`config.mk`:
```
export PLATFORM = sky130hd
export DESIGN_NAME = program_loader
export DESIGN_NICKNAME = d
export VERILOG_FILES = /design/src/rtl/loader_pkg.sv /design/src/rtl/program_loader.sv
export SDC_FILE = /design/constraint.sdc
export NUM_CORES = 1
export LEC_CHECK = 0
export CAP_MARGIN = 5
export CORE_MARGIN = 2
export CORE_UTILIZATION = 40
export DETAILED_ROUTE_END_ITERATION = 10
export GPL_ROUTABILITY_DRIVEN = 0
export HOLD_SLACK_MARGIN = 0.15
export PLACE_DENSITY = 0.68
export SLEW_MARGIN = 5
export SYNTH_ARGS = -nofsm -noshare
export SYNTH_HDL_FRONTEND = slang
export SYNTH_SLANG_ARGS = --single-unit
```
`constraint.sdc`:
```
create_clock -name clk -period 6.4 [get_ports clk]
set_input_delay 1.28 -clock clk [delete_from_list [all_inputs] [get_ports clk]]
set_output_delay 1.28 -clock clk [all_outputs]
set_load 0.01 [all_outputs]
```
`src/rtl/loader_pkg.sv`:
```
`default_nettype none
// ============================================================================
// Module      : loader_pkg
// Description : Shared state encoding and default sizing for program_loader.
// Revision    : 1.0 - initial release
// ============================================================================
package loader_pkg;

    localparam int c_data_w = 16;
    localparam int c_addr_w = 8;
    localparam int c_depth  = 256;

    typedef enum logic [2:0] {
        ST_IDLE  = 3'd0,
        ST_LOAD  = 3'd1,
        ST_CHECK = 3'd2,
        ST_RUN   = 3'd3,
        ST_ERROR = 3'd4
    } state_t;

endpackage
`default_nettype wire

```
`src/rtl/program_loader.sv`:
```
`default_nettype none
// ============================================================================
// Module      : program_loader
// Description : Streams a program image into instruction memory, verifies an
//               additive checksum, then releases the CPU via cpu_ready.
// Revision    : 1.0 - initial release
// ============================================================================
module program_loader
    import loader_pkg::*;
#(
    parameter int DATA_W = c_data_w,
    parameter int ADDR_W = c_addr_w,
    parameter int DEPTH  = c_depth
) (
    input  logic              clk,
    input  logic              rst_n,
    input  logic              start,
    input  logic [ADDR_W:0]   len,
    input  logic [DATA_W-1:0] exp_csum,
    input  logic              stop,
    input  logic              s_valid,
    input  logic [DATA_W-1:0] s_data,
    output logic              s_ready,
    output logic              imem_we,
    output logic [ADDR_W-1:0] imem_waddr,
    output logic [DATA_W-1:0] imem_wdata,
    output logic              cpu_ready,
    output logic              busy,
    output logic              done,
    output logic              err,
    output logic [DATA_W-1:0] csum
);

    localparam logic [ADDR_W:0] c_depth_max = (ADDR_W + 1)'(DEPTH);
    localparam logic [ADDR_W:0] c_one       = (ADDR_W + 1)'(1);

    state_t            r_state;
    state_t            w_next_state;
    logic [ADDR_W:0]   r_cnt;
    logic [ADDR_W:0]   r_len;
    logic [ADDR_W:0]   w_len_clamped;
    logic [DATA_W-1:0] r_exp_csum;
    logic [DATA_W-1:0] r_csum;
    logic              r_cpu_ready;
    logic              r_busy;
    logic              r_done;
    logic              r_err;
    logic              w_hs;
    logic              w_last;
    logic              w_start_ok;

    assign s_ready       = (r_state == ST_LOAD);
    assign w_hs          = s_valid & s_ready;
    assign w_last        = w_hs && (r_cnt == (r_len - c_one));
    // stop has priority over start in ERROR
    assign w_start_ok    = start && ((r_state == ST_IDLE) ||
                                     ((r_state == ST_ERROR) && !stop));
    assign w_len_clamped = (len > c_depth_max) ? c_depth_max : len;

    assign imem_we    = w_hs;
    assign imem_waddr = w_hs ? r_cnt[ADDR_W-1:0] : '0;
    assign imem_wdata = w_hs ? s_data : '0;

    assign cpu_ready  = r_cpu_ready;
    assign busy       = r_busy;
    assign done       = r_done;
    assign err        = r_err;
    assign csum       = r_csum;

    always_comb begin
        w_next_state = r_state;
        case (r_state)
            ST_IDLE, ST_ERROR: begin
                if ((r_state == ST_ERROR) && stop) begin
                    w_next_state = ST_IDLE;
                end else if (w_start_ok) begin
                    w_next_state = (w_len_clamped == '0) ? ST_CHECK : ST_LOAD;
                end
            end
            ST_LOAD: begin
                if (w_last) begin
                    w_next_state = ST_CHECK;
                end
            end
            ST_CHECK: begin
                w_next_state = (r_csum == r_exp_csum) ? ST_RUN : ST_ERROR;
            end
            ST_RUN: begin
                if (stop) begin
                    w_next_state = ST_IDLE;
                end
            end
            default: w_next_state = ST_IDLE;
        endcase
    end

    // Status outputs are registered decodes of the state being entered
    always_ff @(posedge clk or negedge rst_n) begin
        if (!rst_n) begin
            r_state     <= ST_IDLE;
            r_cnt       <= '0;
            r_len       <= '0;
            r_exp_csum  <= '0;
            r_csum      <= '0;
            r_cpu_ready <= 1'b0;
            r_busy      <= 1'b0;
            r_done      <= 1'b0;
            r_err       <= 1'b0;
        end else begin
            r_state     <= w_next_state;
            r_cpu_ready <= (w_next_state == ST_RUN);
            r_busy      <= (w_next_state == ST_LOAD) || (w_next_state == ST_CHECK);
            r_err       <= (w_next_state == ST_ERROR);
            r_done      <= (w_next_state == ST_RUN) && (r_state != ST_RUN);
            if (w_start_ok) begin
                r_len      <= w_len_clamped;
                r_exp_csum <= exp_csum;
                r_cnt      <= '0;
                r_csum     <= '0;
            end else if (w_hs) begin
                r_cnt  <= r_cnt + c_one;
                r_csum <= r_csum + s_data;
            end
        end
    end

endmodule
`default_nettype wire

```
==> impl_metrics.csv <==
group,metric,value,unit
setup_path,critPathLaunch,"s_valid",
global_route,overflow,0,
cells_and_area,multiInputGateArea,0.00201,mm²
cells_and_area,register_area,0.00143,mm²
timing,hold_ws,0.501,ns
pwr,leakage,0.00223,µW
clocking,post_cts_buffers,0,
logic_synthesis,async_flop_share,1.00,
clocking,cts_sinks,57,
clocking,postCtsResizedCells,0,
timing,period_minus_slack,4.53,ns
setup_path,worstPathCellList,"clkdlybuf4s50_1, nand2_4, nor2_1, clkdlybuf4s50_1",
detailed_routing,drt.antenna.violating_nets,0,
clocking,tritoncts,"done",
clocking,clockBufferDepth,2,
clocking,clk_pin_slew_worst_paths,0.07,ns
floorplanning,core-area,0.00864,mm²
worst_hold_path,worstHoldStart,"r_exp_csum[1]$_DFFE_PN0P_",
global_route,grt_pass1_vias,3096,
cells_and_area,final_net_count,555,
floorplanning,dieArea,0.00961,mm²
floorplanning,start_util,0.409,
timing,worst_clock_skew,0.00598,ns
job,max-cap-violations,0,
setup_path,cp_num_buf_inv,2,
detailed_routing,routedWlPerCell,15.0,µm
floorplanning,chipWidth,98.0,µm
pwr,power.density,445,mW/mm²
timing,finalHoldViolCount,0,
logic_synthesis,synthCells,401,
logic_synthesis,syn_avg_cell_area,8.82,µm²
cells_and_area,drive_gt1_frac,0.0565,
timing,slew_violations,0,
global_route,track_usage,0.194,
timing,setup_viol,0,
detailed_routing,vias_per_cell,5.20,
place,port_buffers,91,
global_route,grt_max_degree,58,
cells_and_area,diodes,0,
pwr,ir_worst_vdd,0.179,mV
detailed_routing,wirelength,9040,µm
setup_path,slowest_stage,"clkdlybuf4s50_1",
setup_path,critPathTopFamily,"buffers and inverters",
global_route,antenna_found_initial,0,
setup_path,slowest_delay,0.92,ns
logic_synthesis,seq_area_frac_synth,0.403,
logic_synthesis,synth-seq-cells,57,
timing,tightest_slew,1.17,ns
timing,max-slew-margin-rel,0.215,
detailed_routing,drt_iter0_drc,148,
logic_synthesis,yosysWarningCount,0,
clocking,cts.htree.levels,3,
clocking,cts_made_buffers,9,
clocking,cts-root-buf,"clkbuf_8",
setup_path,path_max_fanout,23,
setup_path,critPathArrivalTime,3.25,ns
timing,setup_tns,0,ns
detailed_routing,num_vias,3140,
setup_path,crit_top_cell,"clkdlybuf4s50_1",
setup_path,cp-end-kind,"primary output",
clocking,hold_buffers,0,
cells_and_area,syn_to_final_growth,34.1,%
detailed_routing,firstDrtPassIters,4,
floorplanning,die_height,98.0,µm
setup_path,required,5.12,ns
global_route,grt_pass1_wl,15100,µm
floorplanning,core.rowCount,34,
timing,max_freq,221,MHz
logic_synthesis,synth_area,0.00354,mm²
logic_synthesis,synth-main-ff-cell,"dfrtp_1",
timing,grt_setup_unrepaired,"false",
floorplanning,ioPinCount,92,
worst_hold_path,hp-class,"flip-flop to flip-flop",
setup_path,worstReg2RegStart,"r_state[0]$_DFF_PN0_",
setup_path,start_kind,"input port",
logic_synthesis,synth_cell_types,51,
cells_and_area,most-common-layout-cells,"91 x nand2_1, 90 x clkdlybuf4s50_1, 57 x dfrtp_1, 34 x xor2_1, 25 x o21ai_0",
logic_synthesis,synth-edff-count,0,
cells_and_area,num-fill-cells,825,
setup_path,critical_path_class,"input port to primary output",
detailed_routing,drc,0,
timing,finalCritPeriodShare,0.707,
logic_synthesis,synth_fp_nets,465,
cells_and_area,final_common_cell,"nand2_1",
place,hpwl,6750,µm
clocking,insertion_delay,0.33,ns
run_status,status,"completed",
## kinds of logic (layout without fill, tap and decap cells)
kind of cell | Yosys count | in the layout | share of synthesized area
AOI/OAI and AO/OA | 65 | 65 | 0.116
xor gates and xnor gates | 45 | 45 | 0.111
adders and majority gates | 18 | 18 | 0.0658
buffers and inverters | 22 | 117 | 0.0269
DFF | 57 | 57 | 0.403
muxes | 3 | 3 | 0.00849
and+or+nand+nor | 191 | 191 | 0.268
## final timing paths
path	to	slack (ns)	depth (start not counted)
max	imem_waddr[7]	1.87	4
min	r_exp_csum[1]$_DFFE_PN0P_	0.50	2
max reg2reg	r_state[0]$_DFF_PN0_	3.63	7
min reg2reg	r_exp_csum[1]$_DFFE_PN0P_	0.50	2
max in group asynchronous	csum[1]$_DFFE_PN0P_	4.84	2
min in group asynchronous	csum[6]$_DFFE_PN0P_	1.07	2
## layout make-up
cell class | count | area share
Clock inverter | 6 | 0.0174
Clock buffer | 10 | 0.0269
Inverter | 8 | 0.00739
Timing Repair Buffer | 93 | 0.194
Multi-Input combinational cell | 322 | 0.425
Sequential cell | 57 | 0.301
Tap cell | 108 | 0.0285
## synth_stat cells (6+ instances only)
| library cell | instances | area (µm²) |
|---|---|---|
| nor4_1 | 6 | 37.5 |
| xnor2_1 | 11 | 96.3 |
| and3_1 | 24 | 150 |
| inv_1 | 7 | 26.3 |
| a21oi_1 | 13 | 65.1 |
| nor2_1 | 23 | 86.3 |
| ha_1 | 17 | 213 |
| nand3_1 | 6 | 30.0 |
| dfrtp_1 | 57 | 1430 |
| o21ai_0 | 25 | 125 |
| nand3b_1 | 10 | 75.1 |
| clkbuf_1 | 7 | 26.3 |
| nand2_1 | 91 | 342 |
| xor2_1 | 34 | 298 |
## report_power, final
| group | internal, µW | switching, µW | leakage (µW) | total (µW) |
|---|---|---|---|---|
| logic | 526 | 533 | 0.00140 | 1060 |
| clock network | 217 | 146 | 0.000106 | 363 |
| registers | 508 | 179 | 0.000721 | 687 |
## flip-flops by register name, indices dropped and copies added, names as in the netlist
signal and count:
r_exp_csum 16, err 1, r_len 9, busy 1, r_cnt 9, csum 16, done 1, cpu_ready 1
r_state 3
## metrics by stage
step                 util  total power, µW  worst slack, ns  area [µm²]  cells
floorplan               -             1380             3.33        3540    401
global placement    0.525             1730             1.92        4530    588
detailed placement  0.525             1750             1.86        4530    588
CTS                 0.549             2130             1.85        4740    604
global route        0.549             2290             1.74        4740    604
finish              0.549             2110             1.87        4740    604
## metal layers
layer / vias to the layer above / wire (µm) / share of wire / track usage
li1: 1575 / - / - / -
met4: 0 / 113 / 0.013 / 0.0556
met3: 15 / 484 / 0.054 / 0.0515
met2: 83 / 4400 / 0.49 / 0.324
met5: - / 0 / 0 / 0
met1: 1467 / 4040 / 0.45 / 0.250
## worst register-to-register path, delay by kind of cell, from the launching register on
family / cells / cell delay (ns)
flops: 1 / 0.48
simple gates: 5 / 1.69
buf+inv: 1 / 0.19
compound gates: 1 / 0.31
Note: power is estimated with default switching activity, not from simulation.
